### src/rtl/usb_report_pkg.sv
// Shared types and helpers for the USB HID report queue.
package usb_report_pkg;

  localparam int DEFAULT_REPORT_BYTES = 8;

  typedef logic [DEFAULT_REPORT_BYTES*8-1:0] report_t;

  // Width of a byte index into an n-byte report; never narrower than one bit.
  function automatic int byte_idx_w(input int n);
    return (n > 1) ? $clog2(n) : 1;
  endfunction

endpackage

### src/rtl/sync_fifo_ow.sv
// Register-array FIFO with a separate occupancy counter and optional evict-oldest-on-full.
module sync_fifo_ow
  import usb_report_pkg::*;
#(
  parameter int WIDTH     = 8,
  parameter int DEPTH     = 4,
  parameter bit OVERWRITE = 1'b0,
  localparam int PW = (DEPTH > 1) ? $clog2(DEPTH) : 1,
  localparam int CW = $clog2(DEPTH + 1)
) (
  input  logic             clk,
  input  logic             reset_ni,
  input  logic             clear_i,
  input  logic             push_i,
  input  logic             pop_i,
  input  logic [WIDTH-1:0] wdata_i,
  output logic [WIDTH-1:0] head_o,
  output logic [CW-1:0]    count_o,
  output logic             full_o,
  output logic             empty_o,
  output logic             lost_o,
  output logic             accept_o
);

  localparam logic [CW-1:0] DEPTH_C = CW'(DEPTH);

  logic [WIDTH-1:0] mem_q [DEPTH];
  logic [PW-1:0]    wr_ptr_q, wr_ptr_d;
  logic [PW-1:0]    rd_ptr_q, rd_ptr_d;
  logic [CW-1:0]    count_q, count_d;
  logic             pop_ok;
  logic             over;
  logic             wr_en;

  assign full_o  = (count_q == DEPTH_C);
  assign empty_o = (count_q == '0);
  assign head_o  = mem_q[rd_ptr_q];

  // Work out pointer/count movement; a push into a full queue with no pop is either dropped or evicts the head.
  always_comb begin
    wr_ptr_d = wr_ptr_q;
    rd_ptr_d = rd_ptr_q;
    count_d  = count_q;
    wr_en    = 1'b0;
    pop_ok   = pop_i & ~empty_o;
    over     = push_i & full_o & ~pop_ok;
    if (clear_i) begin
      wr_ptr_d = '0;
      rd_ptr_d = '0;
      count_d  = '0;
    end else if (over) begin
      if (OVERWRITE) begin
        wr_en    = 1'b1;
        wr_ptr_d = wr_ptr_q + 1'b1;
        rd_ptr_d = rd_ptr_q + 1'b1;
      end
    end else begin
      if (push_i) begin
        wr_en    = 1'b1;
        wr_ptr_d = wr_ptr_q + 1'b1;
      end
      if (pop_ok) begin
        rd_ptr_d = rd_ptr_q + 1'b1;
      end
      case ({push_i, pop_ok})
        2'b10:   count_d = count_q + 1'b1;
        2'b01:   count_d = count_q - 1'b1;
        default: count_d = count_q;
      endcase
    end
  end

  assign lost_o   = over & ~clear_i;
  assign accept_o = wr_en;
  assign count_o  = count_q;

  // Storage is not reset; contents behind the pointers are never observed.
  always_ff @(posedge clk) begin
    if (wr_en) begin
      mem_q[wr_ptr_q] <= wdata_i;
    end
  end

  // Pointer and occupancy registers.
  always_ff @(posedge clk) begin
    if (!reset_ni) begin
      wr_ptr_q <= '0;
      rd_ptr_q <= '0;
      count_q  <= '0;
    end else begin
      wr_ptr_q <= wr_ptr_d;
      rd_ptr_q <= rd_ptr_d;
      count_q  <= count_d;
    end
  end

endmodule

### src/rtl/usb_report_fifo.sv
// HID report queue: rising-edge capture, duplicate filter, loss accounting and byte-addressable head.
module usb_report_fifo
  import usb_report_pkg::*;
#(
  parameter int REPORT_BYTES = DEFAULT_REPORT_BYTES,
  parameter int DEPTH        = 4,
  parameter bit DEDUP        = 1'b1,
  parameter bit OVERWRITE    = 1'b0,
  parameter int CNT_W        = 16
) (
  input  logic                                 clk,
  input  logic                                 reset_ni,
  input  logic [REPORT_BYTES*8-1:0]            report_i,
  input  logic                                 report_valid_i,
  input  logic                                 clear_i,
  input  logic                                 rd_req_i,
  input  logic [byte_idx_w(REPORT_BYTES)-1:0]  byte_sel_i,
  output logic [7:0]                           rd_data_o,
  output logic                                 empty_o,
  output logic                                 full_o,
  output logic [$clog2(DEPTH+1)-1:0]           count_o,
  output logic                                 overflow_o,
  output logic [CNT_W-1:0]                     overflow_cnt_o
);

  localparam int RW = REPORT_BYTES * 8;

  logic             valid_q, valid_d;
  logic [RW-1:0]    last_q, last_d;
  logic             last_vld_q, last_vld_d;
  logic             overflow_q, overflow_d;
  logic [CNT_W-1:0] ovf_cnt_q, ovf_cnt_d;

  logic             push_req;
  logic             is_dup;
  logic             push;
  logic             pop;
  logic [RW-1:0]    head;
  logic             fifo_lost;
  logic             fifo_accept;
  logic             fifo_empty;

  // Edge detect and duplicate filter decide whether this cycle offers a report to the queue.
  always_comb begin
    push_req = report_valid_i & ~valid_q;
    is_dup   = DEDUP & last_vld_q & (report_i == last_q);
    push     = push_req & ~is_dup & ~clear_i;
    pop      = rd_req_i & ~clear_i;
  end

  sync_fifo_ow #(
    .WIDTH     (RW),
    .DEPTH     (DEPTH),
    .OVERWRITE (OVERWRITE)
  ) u_fifo (
    .clk      (clk),
    .reset_ni (reset_ni),
    .clear_i  (clear_i),
    .push_i   (push),
    .pop_i    (pop),
    .wdata_i  (report_i),
    .head_o   (head),
    .count_o  (count_o),
    .full_o   (full_o),
    .empty_o  (fifo_empty),
    .lost_o   (fifo_lost),
    .accept_o (fifo_accept)
  );

  // Next-state for the edge register, last-report memory and saturating loss counter.
  always_comb begin
    valid_d    = report_valid_i;
    last_d     = last_q;
    last_vld_d = last_vld_q;
    overflow_d = overflow_q;
    ovf_cnt_d  = ovf_cnt_q;
    if (clear_i) begin
      last_vld_d = 1'b0;
      overflow_d = 1'b0;
      ovf_cnt_d  = '0;
    end else begin
      if (fifo_accept) begin
        last_d     = report_i;
        last_vld_d = 1'b1;
      end
      if (fifo_lost) begin
        overflow_d = 1'b1;
        if (ovf_cnt_q != {CNT_W{1'b1}}) begin
          ovf_cnt_d = ovf_cnt_q + 1'b1;
        end
      end
    end
  end

  // Edge register resets high so a valid level held through reset is not taken as a new report.
  always_ff @(posedge clk) begin
    if (!reset_ni) begin
      valid_q    <= 1'b1;
      last_q     <= '0;
      last_vld_q <= 1'b0;
      overflow_q <= 1'b0;
      ovf_cnt_q  <= '0;
    end else begin
      valid_q    <= valid_d;
      last_q     <= last_d;
      last_vld_q <= last_vld_d;
      overflow_q <= overflow_d;
      ovf_cnt_q  <= ovf_cnt_d;
    end
  end

  // Byte mux over the head entry; reads as zero when empty or the index is past the report.
  always_comb begin
    rd_data_o = 8'h00;
    for (int k = 0; k < REPORT_BYTES; k++) begin
      if (!fifo_empty && (int'(byte_sel_i) == k)) begin
        rd_data_o = head[k*8 +: 8];
      end
    end
  end

  assign empty_o        = fifo_empty;
  assign overflow_o     = overflow_q;
  assign overflow_cnt_o = ovf_cnt_q;

endmodule

### config.mk
export PLATFORM = sky130hd
export DESIGN_NAME = usb_report_fifo
export DESIGN_NICKNAME = d
export VERILOG_FILES = /design/src/rtl/usb_report_pkg.sv /design/src/rtl/sync_fifo_ow.sv /design/src/rtl/usb_report_fifo.sv
export SDC_FILE = /design/constraint.sdc
export NUM_CORES = 1
export LEC_CHECK = 0
export CORE_ASPECT_RATIO = 0.9
export CORE_MARGIN = 5
export CORE_UTILIZATION = 59
export DETAILED_ROUTE_END_ITERATION = 10
export PLACE_DENSITY = 0.8
export SLEW_MARGIN = 20
export SYNTH_ARGS = -nofsm -noshare
export SYNTH_HDL_FRONTEND = slang
export SYNTH_SLANG_ARGS = --single-unit
### constraint.sdc
create_clock -name clk -period 3.7 [get_ports clk]
set_clock_uncertainty 0.1 [all_clocks]
set_input_delay 0.37 -clock clk [delete_from_list [all_inputs] [get_ports clk]]
set_output_delay 0.37 -clock clk [all_outputs]
set_load 0.02 [all_outputs]
* After elaboration in Yosys (flattened, before gate mapping) *
Memories as Yosys holds them, arrays and structs flattened. A register that Yosys moved wholly into a read port is not among the register bits.
Index checks and enable logic that the tools add are counted.

storage, ports and cells
  RAM bits = 256
  memories = 1
  word-level logic and storage cells = 76
  memory bits (read-only) = 0
  latch bits = 0
  input port bits = 72
  bits in registers = 90

operators by class
  $add $sub $neg = 5
  div/mod/pow operators = 0
  magnitude comparators = 0
  equal/unequal tests = 12
  multiplexer cells = 16
  shifts and indexed selects = 0
  multiply operators = 0
  reductions and logical operators = 18
  bitwise gates (word level) = 16

memory list
  name          depth  width  read ports  clocked after memory_dff  write ports  RTL line            RTL
  u_fifo.mem_q  4      64     1           1                         1            sync_fifo_ow.sv:27  logic [WIDTH-1:0] mem_q [DEPTH];

operator list
  kind                                                                   count
  64-bit equality test                                                   1
  8-bit two-way mux                                                      8
  16-bit by 1-bit adder with 16-bit output, second input constant        1
  16-bit inequality test, second input constant                          1
  3-bit equality test, second input constant                             5
  2-bit AND reduction                                                    5
  1-bit AND                                                              9
  1-bit logical AND                                                      8
  1-bit NOT                                                              7
  3-bit by 2-bit equality test with 1-bit output, second input constant  2
  3-bit logical NOT                                                      2
  3-bit case mux with 2 select lines                                     1
  1-bit two-way mux                                                      5
  2-bit by 1-bit adder with 2-bit output, second input constant          2
  2-bit two-way mux                                                      2
  3-bit by 1-bit adder with 3-bit output, second input constant          1
  3-bit by 1-bit equality test with 1-bit output, second input constant  1
  3-bit by 1-bit subtractor with 3-bit output, second input constant     1
  2-bit by 1-bit equality test with 1-bit output, second input constant  1
  2-bit equality test, second input constant                             1
  2-bit nonzero test                                                     1
  2-bit OR reduction                                                     1
  1-bit logical NOT                                                      1

* Depth between registers and ports, before layout *
Gate-level depths: netlist of the first run.

  word-level depth = 11
  mapped depth = 14
  mapped depth without buffers = 13

* By module *
A second synthesis of the first run with hierarchy kept.

unflattened totals
  cells, all modules = 943
  area total of the unflattened synthesis = 14282.4 µm²

by module, submodules not included
  module           area each (µm²)  cells each  sequential area each (µm²)  times used
  sync_fifo_ow     9746.8           393         7867.5                      1
  usb_report_fifo  4535.6           550         1661.6                      1

* Worst setup path after synthesis of the first run *
OpenSTA, ideal clock, no wires.

  kind = reg-to-reg
  start point = reg u_fifo.count_q[0], in the netlist u_fifo.count_o[0]
  end point = mem u_fifo.mem_q[0][0] in the netlist's numbering, enable pin
  period minus slack after synthesis = 3369 ps
  cell stages (with the launch flop) = 6
  data required time = 3171 ps
  buffers on the path = 0
  path slack = 331 ps
  arrival = 2840 ps
  path through = dfxtp_1 -> inv_1 -> and3_1 -> and2_1 -> nor2_1 -> and3_1

on the way
  elaborated cells between the ends (all ways) = 11
  classes of those cells = eq/ne (1); mux (4); bitwise (5); reduce/logical (1)

RTL lines
  what                                     RTL line               RTL
  from (decl)                              sync_fifo_ow.sv:30     logic [CW-1:0] count_q, count_d;
  from (signal assigned)                   sync_fifo_ow.sv:93     count_q <= count_d;
  3-bit equality test                      sync_fifo_ow.sv:35     assign full_o = (count_q == DEPTH_C);
  named net full_o                         usb_report_fifo.sv:20  output logic full_o,
  1-bit AND (2 in a row)                   sync_fifo_ow.sv:46     over = push_i & full_o & ~pop_ok;
  1-bit two-way mux                        sync_fifo_ow.sv:51     end else if (over) begin
  1-bit two-way mux                        sync_fifo_ow.sv:47     if (clear_i) begin
  1-bit two-way mux                        sync_fifo_ow.sv:79     if (wr_en) begin
  1-bit two-way mux (not written as such)  sync_fifo_ow.sv:80     mem_q[wr_ptr_q] <= wdata_i;
  to (decl)                                sync_fifo_ow.sv:27

The timed path passes the listed nets, and every way through them passes these cells.

==> flow_summary.ini, run 1 <==
[layout]
diodes = 0
drive_above_1_share_pct = 19.3
fin_nets = 1325
fillers = 1531
area_growth_pct = 23.4
final_core_utilization_pct = 73.4

[timing]
hold_violations = 0
worst_pin_slew_ns = 0.584
setup_viol = 0
fin_crit_sh_pct = 98.5
period_needed_ns = 3.65
grt_setup_unrepaired = no
slew_violations = 0
finalSetupTns_ns = 0
fmax_mhz = 274
slew_headroom_pct = 61.0

[worst_setup_path]
startpoint_type = flop
crit_chain = buf_12 > mux4_2 > mux2i_1 > o22ai_1 > a221oi_2 > o22ai_1 > clkdlybuf4s50_1
cp_slowest_cell = clkdlybuf4s50_1
worstPathArrival_ns = 3.18
cpPeakStageDelay_ns = 0.56
regToRegSetupSlack_ns = 0.26
cpMostUsedCell = o22ai_1
worstSetupPathType = reg2out
r2r-start = last_q[58]
crit_path_end_kind = output port
crit_path_max_fanout = 8
crit_buf_inv = 2
crit_required_ns = 3.23
r2r.worst_path.cells = 13
path_delay_family = multiplexers
r2r-end = u_fifo.count_o[2]
crit_cells = 7

[clock_tree]
cts.sinks = 348
cts_tree = done
clockRootBuffer = clkbuf_16
ctsHoldBuffers = 0
cts_buffers = 35
cts.clk_slew.worst_paths_ns = 0.06
clock_path_buffers = 3
worstSkewPairLatency_ns = 0.51
cts_htree_levels = 2

[synthesis]
synth_seq_cells = 348
synth_compound_area_share_pct = 3.80
yosys.area_share.simple_pct = 10.9
synth-xor-area-share_pct = 2.47
ys_types = 49
syn_inst = 1046
synth_edf_count = 256
async_flop_share_pct = 0
ys_seq_area_share_pct = 64.1
synthMuxAreaShare_pct = 15.7
synth_area_sq_mm = 0.0149
yosysMostFrequentCell = edfxtp_1
synth_top_family_by_area = multiplexers
synth_flop_cell = edfxtp_1
synth.top_cell.area_share_pct = 51.7
synth_common_cells = edfxtp_1 (256), nand2_1 (164), dfxtp_1 (92), mux2i_1 (89), mux4_2 (64)
postSynthAreaPerCell_sq_um = 14.2
synthTopCellsByArea = edfxtp_1 (52%), dfxtp_1 (12%), mux4_2 (9.7%)
yosysTopAreaCell = edfxtp_1
yosys_warnings = 0
syn-num-nets = 1125
synthAdderAreaFrac_pct = 0.640

[route]
ant_nets = 0
viasPerCell = 6.05
routed_wl_microns = 38200
detailroute.via_count = 9761
firstDrtPassIters = 5
drc_errors = 0
wl_per_cell_microns = 23.6
drtIter0Drc = 1122

[global_routing]
grt_pass1_vias = 9906
antenna_found_initial = 0
grt_max_degree = 57
grt-ovfl-total = 0
grt_util_all_layers_pct = 26.9
grt_pass1_wl_microns = 57900

[place]
dpl.hpwl_microns = 26300
numPortBuffers = 101
place_congestion = 0.989

[min_path]
worstHoldStart = reset_ni
whs_endpoint = valid_q
hold_path.class = in2reg
hold_depth = 2

[pwr]
ir_worst_vdd_v = 0.000455
totalPowerFinal_mw = 8.34
pwr_density_cell_mw_per_mm2 = 455
leakagePower_nw = 6.15

[job]
drv_cap = 0

[floorplanning]
die_area_sq_mm = 0.0285
rows = 55
start_util_pct = 59.5
coreArea_sq_mm = 0.0250
ios = 102
die_w_microns = 177
die_height_microns = 161

[outcome]
status = finished clean
==> worst max path at each step <==
stage / slack [ns] / from / endpoint
floorplan: 0.33 / u_fifo.count_o[0] / u_fifo.mem_q[0][0]
global placement: -0.21 / report_i[50] / u_fifo.count_o[2]
detailed placement: -0.27 / report_i[50] / u_fifo.count_o[2]
CTS: 0.001 / flop / rd_data_o[2]
global route: 0.02 / flop / rd_data_o[7]
finish: 0.05 / flop / rd_data_o[7]
==> flip-flops by register name (all words and copies together) (netlist names), named ones only <==
register,count
last_q,64
u_fifo.wr_ptr_q,2
overflow_o,1
u_fifo.rd_ptr_q,2
u_fifo.mem_q,256
last_vld_q,1
overflow_cnt_o,16
valid_q,1
u_fifo.count_o,3
==> layout make-up <==
type,instances,area (sq um),share of cell area (%)
Inverter,30,113,0.614
Timing Repair Buffer,214,2060,11.2
Clock inverter,16,173,0.941
Clock buffer,47,993,5.42
Sequential cell,348,9540,52.0
Tap cell,342,428,2.33
Multi-Input combinational cell,617,5040,27.5
==> what timing repair did <==
action,in CTS,in global routing
buffers inserted,4,0
endpoints found under the setup margin,8,5
cloned,0,1
pin swaps,0,0
gates resized for setup,13,5
==> routing by layer <==
metal  up-vias  GRT usage (%)  routed length (microns)
li1       4356              -                        -
met1      4798           36.9                    15000
met2       513           42.3                    18100
met3        94           6.90                     3640
met4         0           9.67                     1430
met5         -              0                        0
==> power by group <==
| group | internal [mW] | total, mW | switching (mW) |
|---|---|---|---|
| clock | 2.16 | 3.57 | 1.40 |
| sequential | 4.21 | 4.23 | 0.0162 |
| combinational | 0.241 | 0.542 | 0.301 |
==> cell families after synthesis <==
logic type,Yosys count
xor+xnor,42
flops,348
simple gates,330
fa+ha+maj,7
compound gates,85
mux,153
buf+inv,81
==> stage by stage <==
stage | std cells | instance area [sq um] | setup slack, ns | hold WS, ns
global placement | 1546 | 17000 | -0.209 | 0.343
finish | 1614 | 18300 | 0.0550 | 0.103
CTS | 1613 | 18300 | 0.00116 | 0.0989
floorplan | 1046 | 14900 | 0.331 | 0.335
global route | 1614 | 18300 | 0.0174 | 0.108
detailed placement | 1546 | 17000 | -0.274 | 0.356
==> cells in the final DEF (no fill, tap or decap), types with 7 or more instances in the layout <==
master / n
nand2_1: 164
inv_1: 28
dfxtp_1: 90
xnor2_1: 34
nor2_1: 12
clkbuf_1: 7
mux4_2: 64
nand4_1: 28
buf_4: 99
edfxtp_1: 256
o21ai_0: 12
nand3_1: 14
nor3_1: 17
buf_12: 12
xor2_1: 8
o22ai_1: 19
a21oi_1: 20
o2111ai_1: 8
clkbuf_16: 38
and3_1: 8
clkinv_1: 8
clkdlybuf4s50_1: 94
nand2b_1: 49
nor4_1: 7
mux2i_1: 85
Power figures use the tool's default switching activity.
==> inputs of run 2 (changes only) <==
==> constraint.sdc (replaced) <==
create_clock -name clk -period 3.7 [get_ports clk]
set_clock_uncertainty 0.1 [all_clocks]
set_input_delay 0.555 -clock clk [delete_from_list [all_inputs] [get_ports clk]]
set_output_delay 0.555 -clock clk [all_outputs]
set_load 0.02 [all_outputs]
==> flow_summary.ini, run 2 (synthesis results as in run 1) <==
[min_path]
hold_path.class = in2reg
worstHoldStart = reset_ni

[clock_tree]
worstSkewPairLatency_ns = 0.52
clock_path_buffers = 3
cts.sinks = 348
cts_htree_levels = 2
cts.clk_slew.worst_paths_ns = 0.06
clockRootBuffer = clkbuf_16
cts_tree = done
cts_buffers = 34

[timing]
worst_pin_slew_ns = 0.602
hold_violations = 0
period_needed_ns = 3.64
setup_viol = 0
fmax_mhz = 275
fin_crit_sh_pct = 98.3
slew_headroom_pct = 59.9
slew_violations = 0

[layout]
largest_reg_flops = 256
layout_commonest_cell = edfxtp_1
regMostFlops = u_fifo.mem_q
fin_nets = 1363
diodes = 0
fillers = 1529
drive_above_1_share_pct = 21.6
instances_no_fill = 1652
area_growth_pct = 24.6
layout_common_cells = edfxtp_1 (256), nand2_1 (164), buf_4 (134), clkdlybuf4s50_1 (92), dfxtp_1 (90)
stdcell_area_sq_mm = 0.0185

[worst_setup_path]
r2r-start = last_q[24]
r2r.worst_path.cells = 14
crit_path_max_fanout = 12
crit_required_ns = 3.04
cpMostUsedCell = buf_4
crit_path_end_kind = output port
worstPathArrival_ns = 2.98
endpoint = rd_data_o[6]
cp_slowest_cell = mux4_2
worstSetupPathType = reg2out
regToRegSetupSlack_ns = 0.37
crit_chain = buf_12 > buf_4 > buf_4 > mux4_2 > inv_1 > o22ai_1 > a221oi_1 > buf_4 > o22ai_1 > dlygate4sd2_1
cpPeakStageDelay_ns = 0.49
startpoint_type = flop
r2r-end = u_fifo.count_o[2]

[floorplanning]
ios = 102
start_util_pct = 59.5
die_area_sq_mm = 0.0285
rows = 55
die_height_microns = 161
coreArea_sq_mm = 0.0250
die_w_microns = 177

[route]
routed_wl_microns = 38700
ant_nets = 0
wl_per_cell_microns = 23.4
firstDrtPassIters = 6
viasPerCell = 6.01
drtIter0Drc = 1121
detailroute.via_count = 9930
drc_errors = 0

[global_routing]
grt_pass1_wl_microns = 58200
grt_max_degree = 60
grt_util_all_layers_pct = 27.0
grt_pass1_vias = 9980
grt-ovfl-total = 0
antenna_found_initial = 2

[job]
drv_cap = 0

[place]
numPortBuffers = 101
dpl.hpwl_microns = 26400
place_congestion = 0.964
placed_cell_area_sq_mm = 0.0174
dp_cells = 1585

[outcome]
status = finished clean

[pwr]
pwr_density_cell_mw_per_mm2 = 433
ir_worst_vdd_v = 0.000301
leakagePower_nw = 6.23
[run 2: stage by stage]
stage                     setup slack [ns]  total power [mW]  hold slack [ns]  setup TNS (ns)  utilization [%]
after global routing              -0.00340              8.25            0.280        -0.00340             74.2
after floorplan                      0.162              4.52            0.335               0                -
after CTS                           0.0344              8.04            0.262               0             73.7
final                               0.0626              8.02            0.276               0             74.2
after global placement              -0.368              4.85            0.342          -13.28             69.6
after detailed placement            -0.475              4.87            0.353          -29.20             69.6
[run 2: report_power, final]
group | internal, mW | total [mW] | switching [mW]
Combinational | 0.270 | 0.578 | 0.307
Sequential | 4.21 | 4.23 | 0.0164
Clock | 1.78 | 3.21 | 1.43
Total | 6.26 | 8.02 | 1.76
[run 2: worst min path at each step]
| stage | endpoint | slack (ns) | depth (start not counted) |
|---|---|---|---|
| 2_1_floorplan | last_q[15] | 0.33 | 2 |
| 3_3_place_gp | last_q[15] | 0.34 | 2 |
| 4_1_cts | valid_q | 0.26 | 2 |
| 3_5_place_dp | last_q[49] | 0.35 | 2 |
| 6_report | valid_q | 0.28 | 2 |
| 5_1_grt | valid_q | 0.28 | 2 |
[run 2: cell type report]
type / instances / area, sq um / share of cell area (%)
clock buffers: 48 / 933 / 5.04
flip-flops and latches: 348 / 9530 / 51.5
clock inverters: 14 / 88.8 / 0.479
inverters: 30 / 113 / 0.608
well taps: 342 / 428 / 2.31
multi-input cells: 617 / 5050 / 27.2
repair buffers: 253 / 2390 / 12.9
[run 2: critical path: cells and delay by family, from the launching register on]
kind	cells	cell delay (ns)
buffers and inverters	6	1.04
AOI/OAI and AO/OA	3	0.57
muxes	1	0.49
DFF	1	0.37
[run 2: timing repair]
| item | in CTS | in global routing |
|---|---|---|
| setup endpoints to repair | 8 | 8 |
| cloned | 0 | 1 |
| hold buffers | 0 | 0 |
| gates resized for setup | 14 | 7 |
| buffers inserted | 0 | 4 |
[run 2: metal layers]
layer / GRT usage (%) / vias to the layer above / part of all wire, %
li1: - / 4433 / -
met5: 0 / - / 0.034
met4: 9.03 / 2 / 3.5
met1: 37.3 / 4894 / 39
met2: 43.3 / 517 / 48
met3: 5.74 / 84 / 9.5
